<file path="config.mk">
export PLATFORM = sky130hd
export DESIGN_NAME = emitter_sequencer_flat
export DESIGN_NICKNAME = d
export VERILOG_FILES = /design/src/rtl/emitter_sequencer_if.sv /design/src/rtl/emitter_sequencer.sv /design/src/flat_wrapper.sv
export SDC_FILE = /design/constraint.sdc
export NUM_CORES = 1
export LEC_CHECK = 0
export ABC_CLOCK_PERIOD_IN_PS = 6400
export BUFFER_PORTS_ARGS = -buffer_cell sky130_fd_sc_hd__buf_4
export CORE_MARGIN = 10
export CORE_UTILIZATION = 25
export CTS_CLUSTER_SIZE = 14
export DETAILED_ROUTE_END_ITERATION = 8
export GPL_TIMING_DRIVEN = 0
export PLACE_DENSITY = 0.48
export SKIP_CTS_REPAIR_TIMING = 1
export SLEW_MARGIN = 20
export SYNTH_ARGS = -nofsm -noshare
export SYNTH_HDL_FRONTEND = slang
export SYNTH_SLANG_ARGS = --single-unit
</file>
<file path="constraint.sdc">
create_clock -name i_clk -period 6.4 [get_ports i_clk]
set_input_delay 0.96 -clock i_clk [delete_from_list [all_inputs] [get_ports i_clk]]
set_output_delay 0.96 -clock i_clk [all_outputs]
set_load 0.02 [all_outputs]
</file>
<file path="src/rtl/emitter_sequencer_if.sv">
// Signals between the emitter sequencer, the stitcher, the sample-buffer read port
// and the left/right Avalon-ST codec sinks.
interface emitter_sequencer_if #(
    parameter int DATA_W = 16,
    parameter int ADDR_W = 10
);
    logic [1:0]        window_start;
    logic              go_in;
    logic              busy;
    logic              done;
    logic              go_dropped;
    logic [ADDR_W-1:0] rd_addr;
    logic [DATA_W-1:0] rd_data;
    logic [DATA_W-1:0] left_out_data;
    logic              left_out_valid;
    logic              left_out_ready;
    logic [DATA_W-1:0] right_out_data;
    logic              right_out_valid;
    logic              right_out_ready;

    modport master (
        input  window_start, go_in, rd_data, left_out_ready, right_out_ready,
        output busy, done, go_dropped, rd_addr,
        output left_out_data, left_out_valid, right_out_data, right_out_valid
    );

    modport slave (
        output window_start, go_in, rd_data, left_out_ready, right_out_ready,
        input  busy, done, go_dropped, rd_addr,
        input  left_out_data, left_out_valid, right_out_data, right_out_valid
    );
endinterface

</file>
<file path="src/rtl/emitter_sequencer.sv">
// Reads one window of stitched samples per go and hands each sample to both codec
// channels, advancing only once left and right have each accepted it.
module emitter_sequencer #(
    parameter int DATA_W   = 16,
    parameter int SLOT_LEN = 256,
    parameter int EMIT_LEN = 256,
    parameter int ADDR_W   = 10
) (
    input  logic                i_clk,
    input  logic                i_reset_n,
    emitter_sequencer_if.master io_seq
);
    // state   | meaning
    // IDLE    | waiting for an accepted go_in
    // ISSUE   | rd_addr stable, RAM samples it at the end of this cycle
    // LOAD    | rd_data valid, captured into both channel registers
    // PRESENT | sample offered on both channels until each has accepted
    // DONE    | one-cycle done pulse, then back to IDLE
    typedef enum logic [2:0] {S_IDLE, S_ISSUE, S_LOAD, S_PRESENT, S_DONE} state_t;

    localparam logic [ADDR_W:0] LAST_IDX = (ADDR_W+1)'(EMIT_LEN - 1);

    state_t              r_state, w_state_nxt;
    logic [ADDR_W-1:0]   r_rd_addr, w_rd_addr_nxt;
    logic [ADDR_W:0]     r_idx, w_idx_nxt;
    logic [DATA_W-1:0]   r_left_data, w_left_data_nxt;
    logic [DATA_W-1:0]   r_right_data, w_right_data_nxt;
    logic                r_left_valid, w_left_valid_nxt;
    logic                r_right_valid, w_right_valid_nxt;
    logic                r_go_dropped, w_go_dropped_nxt;
    logic                r_busy, w_busy_nxt;
    logic                r_done, w_done_nxt;
    logic                w_left_taken, w_right_taken, w_both_taken;
    logic [ADDR_W-1:0]   w_base;

    // A channel counts as taken if it was already accepted or is accepted at this edge.
    assign w_left_taken  = !r_left_valid  || io_seq.left_out_ready;
    assign w_right_taken = !r_right_valid || io_seq.right_out_ready;
    assign w_both_taken  = w_left_taken && w_right_taken;
    assign w_base        = ADDR_W'(io_seq.window_start) * ADDR_W'(SLOT_LEN);

    always_ff @(posedge i_clk or negedge i_reset_n) begin
        if (!i_reset_n) r_state <= S_IDLE;
        else            r_state <= w_state_nxt;
    end

    always_comb begin
        w_state_nxt = r_state;
        unique case (r_state)
            S_IDLE:    if (io_seq.go_in) w_state_nxt = S_ISSUE;
            S_ISSUE:   w_state_nxt = S_LOAD;
            S_LOAD:    w_state_nxt = S_PRESENT;
            S_PRESENT: if (w_both_taken) w_state_nxt = (r_idx == LAST_IDX) ? S_DONE : S_ISSUE;
            S_DONE:    w_state_nxt = S_IDLE;
            default:   w_state_nxt = S_IDLE;
        endcase
    end

    always_comb begin
        w_rd_addr_nxt     = r_rd_addr;
        w_idx_nxt         = r_idx;
        w_left_data_nxt   = r_left_data;
        w_right_data_nxt  = r_right_data;
        w_left_valid_nxt  = r_left_valid;
        w_right_valid_nxt = r_right_valid;
        w_go_dropped_nxt  = r_go_dropped;
        w_busy_nxt        = (w_state_nxt != S_IDLE);
        w_done_nxt        = (w_state_nxt == S_DONE);
        if (io_seq.go_in) w_go_dropped_nxt = (r_state != S_IDLE);
        unique case (r_state)
            S_IDLE: begin
                if (io_seq.go_in) begin
                    w_rd_addr_nxt = w_base;
                    w_idx_nxt     = '0;
                end
            end
            S_LOAD: begin
                w_left_data_nxt   = io_seq.rd_data;
                w_right_data_nxt  = io_seq.rd_data;
                w_left_valid_nxt  = 1'b1;
                w_right_valid_nxt = 1'b1;
            end
            S_PRESENT: begin
                if (r_left_valid && io_seq.left_out_ready)   w_left_valid_nxt  = 1'b0;
                if (r_right_valid && io_seq.right_out_ready) w_right_valid_nxt = 1'b0;
                if (w_both_taken && (r_idx != LAST_IDX)) begin
                    w_rd_addr_nxt = r_rd_addr + ADDR_W'(1);
                    w_idx_nxt     = r_idx + (ADDR_W+1)'(1);
                end
            end
            default: ;
        endcase
    end

    always_ff @(posedge i_clk or negedge i_reset_n) begin
        if (!i_reset_n) begin
            r_rd_addr     <= '0;
            r_idx         <= '0;
            r_left_data   <= '0;
            r_right_data  <= '0;
            r_left_valid  <= 1'b0;
            r_right_valid <= 1'b0;
            r_go_dropped  <= 1'b0;
            r_busy        <= 1'b0;
            r_done        <= 1'b0;
        end else begin
            r_rd_addr     <= w_rd_addr_nxt;
            r_idx         <= w_idx_nxt;
            r_left_data   <= w_left_data_nxt;
            r_right_data  <= w_right_data_nxt;
            r_left_valid  <= w_left_valid_nxt;
            r_right_valid <= w_right_valid_nxt;
            r_go_dropped  <= w_go_dropped_nxt;
            r_busy        <= w_busy_nxt;
            r_done        <= w_done_nxt;
        end
    end

    assign io_seq.rd_addr         = r_rd_addr;
    assign io_seq.left_out_data   = r_left_data;
    assign io_seq.left_out_valid  = r_left_valid;
    assign io_seq.right_out_data  = r_right_data;
    assign io_seq.right_out_valid = r_right_valid;
    assign io_seq.go_dropped      = r_go_dropped;
    assign io_seq.busy            = r_busy;
    assign io_seq.done            = r_done;
endmodule

</file>
<file path="src/flat_wrapper.sv">
// flat-port wrapper written by rule: the top's interface ports become plain ports
module emitter_sequencer_flat 
#(
    parameter int DATA_W   = 16,
    parameter int SLOT_LEN = 256,
    parameter int EMIT_LEN = 256,
    parameter int ADDR_W   = 10
)
  (i_clk, i_reset_n, io_seq_window_start, io_seq_go_in, io_seq_rd_data, io_seq_left_out_ready, io_seq_right_out_ready, io_seq_busy, io_seq_done, io_seq_go_dropped, io_seq_rd_addr, io_seq_left_out_data, io_seq_left_out_valid, io_seq_right_out_data, io_seq_right_out_valid);
  emitter_sequencer_if #(.DATA_W(DATA_W), .ADDR_W(ADDR_W)) io_seq_i ();
  input  logic i_clk;
  input  logic i_reset_n;
  input wire logic [$bits(io_seq_i.window_start)-1:0] io_seq_window_start;
  input wire logic [$bits(io_seq_i.go_in)-1:0] io_seq_go_in;
  input wire logic [$bits(io_seq_i.rd_data)-1:0] io_seq_rd_data;
  input wire logic [$bits(io_seq_i.left_out_ready)-1:0] io_seq_left_out_ready;
  input wire logic [$bits(io_seq_i.right_out_ready)-1:0] io_seq_right_out_ready;
  output wire logic [$bits(io_seq_i.busy)-1:0] io_seq_busy;
  output wire logic [$bits(io_seq_i.done)-1:0] io_seq_done;
  output wire logic [$bits(io_seq_i.go_dropped)-1:0] io_seq_go_dropped;
  output wire logic [$bits(io_seq_i.rd_addr)-1:0] io_seq_rd_addr;
  output wire logic [$bits(io_seq_i.left_out_data)-1:0] io_seq_left_out_data;
  output wire logic [$bits(io_seq_i.left_out_valid)-1:0] io_seq_left_out_valid;
  output wire logic [$bits(io_seq_i.right_out_data)-1:0] io_seq_right_out_data;
  output wire logic [$bits(io_seq_i.right_out_valid)-1:0] io_seq_right_out_valid;
  assign io_seq_i.window_start = io_seq_window_start;
  assign io_seq_i.go_in = io_seq_go_in;
  assign io_seq_i.rd_data = io_seq_rd_data;
  assign io_seq_i.left_out_ready = io_seq_left_out_ready;
  assign io_seq_i.right_out_ready = io_seq_right_out_ready;
  assign io_seq_busy = io_seq_i.busy;
  assign io_seq_done = io_seq_i.done;
  assign io_seq_go_dropped = io_seq_i.go_dropped;
  assign io_seq_rd_addr = io_seq_i.rd_addr;
  assign io_seq_left_out_data = io_seq_i.left_out_data;
  assign io_seq_left_out_valid = io_seq_i.left_out_valid;
  assign io_seq_right_out_data = io_seq_i.right_out_data;
  assign io_seq_right_out_valid = io_seq_i.right_out_valid;
  emitter_sequencer #(.DATA_W(DATA_W), .SLOT_LEN(SLOT_LEN), .EMIT_LEN(EMIT_LEN), .ADDR_W(ADDR_W)) u_core (.i_clk(i_clk), .i_reset_n(i_reset_n), .io_seq(io_seq_i));
endmodule
</file>
; Yosys cells after proc, flatten, opt, wreduce, memory -nomap -nowiden
; Cells that the tools add are included.
[op_classes]
div = 0
n_addsub = 2
shift = 0
order_cmp = 0
n_bitwise = 0
mul = 0
n_eq_ne = 10
n_mux = 14
n_reduce_logical = 16
[op_table]
columns = op, n
row1 = two-way mux 11 bit, 2
row2 = case mux 11 bit (2 select lines), 1
row3 = two-way mux 10 bit, 2
row4 = case mux 10 bit (2 select lines), 1
row5 = case mux 3 bit (4 select lines), 1
row6 = adder 11 x 1 -> 11 bit (second input constant), 1
row7 = == test 11 x 8 -> 1 bit (second input constant), 1
row8 = != test 11 x 8 -> 1 bit (second input constant), 1
row9 = adder 10 x 1 -> 10 bit (second input constant), 1
row10 = two-way mux 3 bit, 3
row11 = == test 3 x 2 -> 1 bit (second input constant), 2
row12 = != test 2 x 1 -> 1 bit (second input constant), 3
row13 = nonzero test 3 bit, 2
row14 = logical AND 1 bit, 4
row15 = case mux 1 bit (2 select lines), 2
row16 = AND reduction 2 bit, 2
row17 = nonzero test 2 bit, 2
row18 = == test 3 x 1 -> 1 bit (second input constant), 1
row19 = == test 3 bit (second input constant), 1
row20 = zero test 3 bit, 1
row21 = AND reduction 3 bit, 1
row22 = zero test 1 bit, 2
row23 = logical OR 1 bit, 2
row24 = two-way mux 1 bit, 2
row25 = != test 2 bit (second input constant), 1
[totals]
ff_bits = 45
memories = 0
input_bits = 23
mem_bits_rw = 0
latchBits = 0
wordCells = 51
romBits = 0

; Logic depth before layout (Yosys ltp)
; Gate-level depths: netlist of run 1.
[depth]
ltp_word = 6
ltp_mapped = 7
ltp_nobuf = 6

; Worst setup path after synthesis of run 1
; Ideal clock, no wire load.
[synth_path]
path_type = input to register
startpoint = input port io_seq_go_in
endpoint = register u_core.r_idx[8]
t_required_ps = 6281
arrival_time_ps = 2411
setup_time_ps = 119
stages = 7
path_slack_ps = 3870
path_buffers = 2
path_cell_list = or4b_1 -> buf_2 -> and4_4 -> buf_6 -> or3b_1 -> xnor2_1 -> and2_1
[synth_between]
elab_chain_len = 2
[synth_lines]
columns = element, line_no
row1 = "start, declared", flat_wrapper.sv:14  ; input wire logic [$bits(io_seq_i.go_in)-1:0] io_seq_go_in;
row2 = != test 2 bit (no line), -
row3 = AND reduction 3 bit (no line), -
row4 = "end signal, assigned", emitter_sequencer.sv:108  ; r_idx <= w_idx_nxt;
row5 = "end, declared", emitter_sequencer.sv:25  ; logic [ADDR_W:0] r_idx, w_idx_nxt;
; Every way passes these cells.
; A chain may end at the register's enable or synchronous reset.

; Worst setup path in the final report of run 1
; Ends and elaborated chain as after synthesis.

==> results_dict.tcl, run 1 <==
set metrics [dict create \
    status "finished, final reports clean" \
    slowest_delay_ns 0.41 \
    num_antenna_cells 0 \
    grt_use_total 0.08860 \
    multi_input_area_um2 902.1 \
    synth_top_area_frac 0.5155 \
    ys_ff_latch 45 \
    seq_area_mm2 0.001126 \
    fin_skew_ns 0.009162 \
    hold_viol 0 \
    hpwl_um 4176 \
    htree_levels 2 \
    grt_setup_unrepaired "false" \
    antenna_found_initial 0 \
    yosysWarnings 0 \
    report.final.slew_viol_count 0 \
    drv_cap 0 \
    endpoint_kind "flip-flop" \
    cts.clk_slew.worst_paths_ns 0.09 \
    route.vias.total 1686 \
    clk_path_buf_depth 2 \
    setup_tns_ns 0 \
    globalplace.congestion 0.7132 \
    die_y_um 113.5 \
    critPathMaxFanout 10 \
    crit_required_ns 6.59 \
    ant_nets 0 \
    critPathTopFamily "simple AND/OR/NAND/NOR gates" \
    placed_area_mm2 0.002838 \
    finalInstanceArea_mm2 0.002928 \
    synth_top_cells_by_area "dfrtp_1 (52%), mux2_2 (8.2%), buf_4 (5.5%)" \
    period_share 0.3750 \
    fmax_mhz 416.6 \
    syn_inst 199 \
    dieArea_mm2 0.01288 \
    fin_ws_ns 4.000 \
    vdd.ir_drop.worst_v 0.0002100 \
    tightestPinTransition_ns 0.6235 \
    cts_tree "done" \
    numClockSinks 45 \
    cts_buffers 5 \
    syn_avg_cell_area_um2 10.98 \
    drt-initial-drc-count 67 \
    timing.final.crit_period_ns 2.400 \
    path_buf_inv 3 \
    power.density_mw_per_mm2 488.3 \
    layout_common_cells "buf_4 (85), dfrtp_1 (45), nor2_1 (17), nand2_1 (17), mux2_2 (16)" \
    r2r_slack_ns 4.19 \
    final_common_cell "buf_4" \
    grt_pass1_wl_um 9280 \
    wl_per_cell_um 14.61 \
    crit_slowest_cell "or4b_1" \
    insertion_delay_ns 0.30 \
    ys_seq_area_frac 0.5155 \
    cp-start-kind "input pin" \
    ios 70 \
    routed_via_density 4.402 \
    crit_chain "buf_4 > or4b_1 > buf_2 > and4_4 > buf_6 > or3b_1 > xnor2_1 > and2_1" \
    grt_overflow 0 \
    ys_types 38 \
    drc 0 \
    hold_class "flip-flop to flip-flop" \
    utilization 0.3407 \
    arrival_ns 2.59 \
    criticalPathCategory "input pin to flip-flop" \
    grt_max_degree 46 \
    core.rowCount 34 \
    finalWirelength_um 5596 \
    synthToLayoutAreaGrowth_pct 34.02 \
    root_buffer "clkbuf_8" \
    p_leak_uw 0.001372 \
    coreArea_mm2 0.008593 \
    p_total_uw 1430 \
    start_util 0.2542 \
    num-fill-cells 927 \
    synth_top_area_cell "dfrtp_1" \
    dieWidth_um 113.5 \
    io_buffers 69 \
    finalSetupViolations 0 \
    netlist_area_mm2 0.002185 \
    drive_gt1_frac 0.4218 \
    maxSlewHeadroom 0.5833 \
    grt_pass1_vias 1760 \
    first_pass_iters 4 \
    nets 300 \
    synth_nets 224 \
    pre_cts_ws_ns 3.673 \
]
-- worst register-to-register path, delay by kind of cell, from the launching register on --
family | cells | cell delay, ns
xor+xnor | 1 | 0.13
buf+inv | 2 | 0.32
flops | 1 | 0.45
simple gates | 4 | 1.20
-- synth_stat cells --
cell type	instances
nor3_1	5
mux2i_1	3
clkbuf_1	4
and4_1	3
a31oi_2	1
buf_6	1
nor4_2	1
nor4b_2	1
o32ai_1	1
mux2_2	16
and3b_1	1
nand2_1	17
nor2b_1	3
dfrtp_1	45
xnor2_1	9
a41oi_1	1
and2b_1	1
nand4_1	5
a2bb2oi_1	1
nor3_2	1
xor2_1	3
and2_1	3
a21oi_1	4
nand2b_1	3
buf_2	2
o21ai_0	4
a21o_1	2
ha_1	2
o22ai_1	1
buf_4	16
nand3_1	10
and4_4	1
and3_1	5
o21bai_1	1
nor3b_1	3
or3b_1	1
or4b_1	1
nor2_1	17
-- through the flow --
step	instances	hold WS, ns
6_report	383	0.4968
5_1_grt	383	0.5309
4_1_cts	383	0.4993
3_5_place_dp	376	0.4871
3_3_place_gp	376	0.4782
2_1_floorplan	199	0.4589
-- logic make-up (layout without fill, tap and decap cells) --
group	Yosys count	in the layout	synth area share
and+or+nand+nor	82	82	0.2079
DFF	45	45	0.5155
buffers and inverters	23	99	0.07159
muxes	19	19	0.09622
AOI/OAI and AO/OA	16	16	0.04926
xor gates and xnor gates	12	12	0.04811
adders and majority gates	2	2	0.01145
-- worst paths after layout --
check / start / to / cells past startpoint
worst max-delay path: io_seq_go_in / u_core.r_idx[8] / 8
worst min-delay path: u_core.r_idx[2] / u_core.r_idx[2] / 1
worst max register to register: u_core.r_state[0] / u_core.r_idx[8] / 7
worst min register to register: u_core.r_idx[2] / u_core.r_idx[2] / 1
max in group asynchronous: i_reset_n / u_core.io_seq.rd_addr[9] / 1
min in group asynchronous: i_reset_n / u_core.io_seq.rd_addr[0] / 1
-- registers in the layout (all words and copies together), names as in the netlist --
signal	cells
u_core.r_idx	11
u_core.r_state	3
u_core.io_seq.done	1
u_core.io_seq.busy	1
u_core.io_seq.go_dropped	1
u_core.io_seq.rd_addr	10
u_core.io_seq.left_out_valid	1
u_core.io_seq.right_out_valid	1
u_core.io_seq.left_out_data	16
-- metal layers --
metal,wire length (µm),GRT usage
met1,2291,0.09611
met2,2931,0.1573
met3,281,0.02625
met4,91,0.03553
met5,0,0
-- layout make-up --
type,count,area share
clock inverters,1,0.002564
plain buffers,23,0.05342
repair buffers,69,0.1769
clock buffers,6,0.02821
flip-flops and latches,45,0.3846
multi-input cells,131,0.3081
well taps,108,0.04615
-- power by group --
group | internal (µW) | switching [µW]
Clock | 85.5 | 101
Sequential | 388 | 97.3
Combinational | 369 | 390
Total | 842 | 588
(Power assumes the default switching activity.)
==> run 2, diff against run 1 <==
Settings changed: ABC_CLOCK_PERIOD_IN_PS 6400 to 2150, PLACE_DENSITY 0.48 to 0.5.
Clock period 6.4 ns to 2.15 ns, I/O delays scaled along.
==> results_dict.tcl, run 2 (synthesis gave the netlist of run 1 again) <==
set metrics [dict create \
    drc 0 \
    maxSlewHeadroom 0.6050 \
    drv_cap 0 \
    drt-initial-drc-count 69 \
    route.vias.total 1727 \
    finalWirelength_um 5530 \
    p_total_uw 4285 \
    top_layer_used "met4" \
    grt_pass1_vias 1765 \
    num_antenna_cells 0 \
    hpwl_um 4132 \
    hold_class "input pin to async pin" \
    met3_length_um 211 \
    tightestPinTransition_ns 0.5925 \
    p_leak_uw 0.001404 \
    nets 303 \
    crit_required_ns 2.34 \
    pre_cts_ws_ns -0.07129 \
    timing.final.crit_period_ns 2.162 \
    dieWidth_um 113.5 \
    reg2reg_depth 7 \
    status "complete, but fails checks" \
    endpoint_kind "flip-flop" \
    cts.clk_slew.worst_paths_ns 0.09 \
    htree_levels 2 \
    ios 70 \
    violations "negative setup slack" \
    die_y_um 113.5 \
    wl_per_cell_um 14.33 \
    grt_pass1_wl_um 9128 \
    layout_common_cells "buf_4 (91), dfrtp_1 (43), nor2_1 (17), nand2_1 (17), mux2_2 (16)" \
    numClockSinks 45 \
    synthToLayoutAreaGrowth_pct 36.71 \
    insertion_delay_ns 0.30 \
    io_buffers 69 \
    seq_area_mm2 0.001129 \
    criticalPathCategory "flip-flop to flip-flop" \
    cts_buffers 5 \
    multi_input_area_um2 927.1 \
    start_util 0.2542 \
    coreArea_mm2 0.008593 \
    cp-start-kind "flip-flop" \
    clk_path_buf_depth 2 \
    largest_reg_flops 16 \
    power.density_mw_per_mm2 1435 \
    hold_viol 0 \
    globalplace.congestion 0.7634 \
    grt_setup_unrepaired "true" \
    final_common_cell "buf_4" \
    core.rowCount 34 \
    wl_met2_um 3025 \
    routed_via_density 4.474 \
    grt_max_degree 46 \
    antenna_found_initial 0 \
    dieArea_mm2 0.01288 \
    period_share 1.006 \
    arrival_ns 2.35 \
    grt_overflow 0 \
    root_buffer "clkbuf_8" \
    critPathMaxFanout 10 \
    vdd.ir_drop.worst_v 0.0005720 \
    finalSetupViolations 1 \
    cts_tree "done" \
    fin_skew_ns 0.01859 \
    report.final.slew_viol_count 0 \
    num-fill-cells 932 \
    drt-met1-wl_um 2208 \
    ant_nets 0 \
    first_pass_iters 4 \
    fmax_mhz 462.5 \
    grt_use_total 0.08556 \
    fin_ws_ns -0.01219 \
    drive_gt1_frac 0.4532 \
]
==> run 2: changes by cell type in the layout (fill, tap and decap cells not counted), moves of 2 or more <==
cell | previous run | this run
buf_4 | 85 | 91
dfrtp_2 | 0 | 2
dfrtp_1 | 45 | 43
clkbuf_1 | 4 | 2
==> run 2: area by class of cell <==
cell class              count  share of cell area
multi-input cells         131              0.3104
repair buffers             75              0.1885
well taps                 108             0.04525
clock inverters             1            0.002933
flip-flops and latches     45              0.3779
clock buffers               6             0.02430
plain buffers              20             0.05069
==> run 2: worst max-delay path, stage by stage, from the launching register on <==
cell and delay, ns:
dfrtp_2 0.45, or4b_4 0.54, buf_6 0.14, and4_4 0.14, buf_6 0.14, or3b_4 0.37
xnor2_1 0.12, and2_1 0.15
==> run 2: per-layer routing <==
layer,track usage,vias up
met5,0,-
met2,0.1562,33
met1,0.09268,860
met4,0.03299,0
li1,-,828
met3,0.02047,6
==> run 2: where the power goes <==
part | total, µW | switching (µW) | internal (µW)
registers | 1440 | 286 | 1160
logic | 2330 | 1180 | 1150
clock network | 511 | 285 | 226
==> run 2: worst paths after layout <==
| check | slack, ns | start | to |
|---|---|---|---|
| max | -0.01 | u_core.r_state[0] | u_core.r_idx[8] |
| min | 0.03 | i_reset_n | u_core.r_idx[1] |
| max in group asynchronous | 1.70 | i_reset_n | u_core.r_state[0] |
| min in group i_clk | 0.25 | io_seq_rd_data[11] | u_core.io_seq.left_out_data[11] |
| max reg2reg | -0.01 | u_core.r_state[0] | u_core.r_idx[8] |
| min reg2reg | 0.50 | u_core.r_idx[6] | u_core.r_idx[6] |
==> run 2: stage by stage <==
step	hold WS, ns	cell area, µm²	setup TNS, ns	util	std cells
6_report	0.03091	2987	-0.01219	0.3476	386
5_1_grt	0.06142	2987	-0.1168	0.3476	386
4_1_cts	0.04652	2919	-0.1244	0.3397	383
3_5_place_dp	0.3817	2838	-0.07129	0.3302	376
3_3_place_gp	0.3877	2838	-0.04536	0.3302	376
2_1_floorplan	0.02691	2185	0	-	199
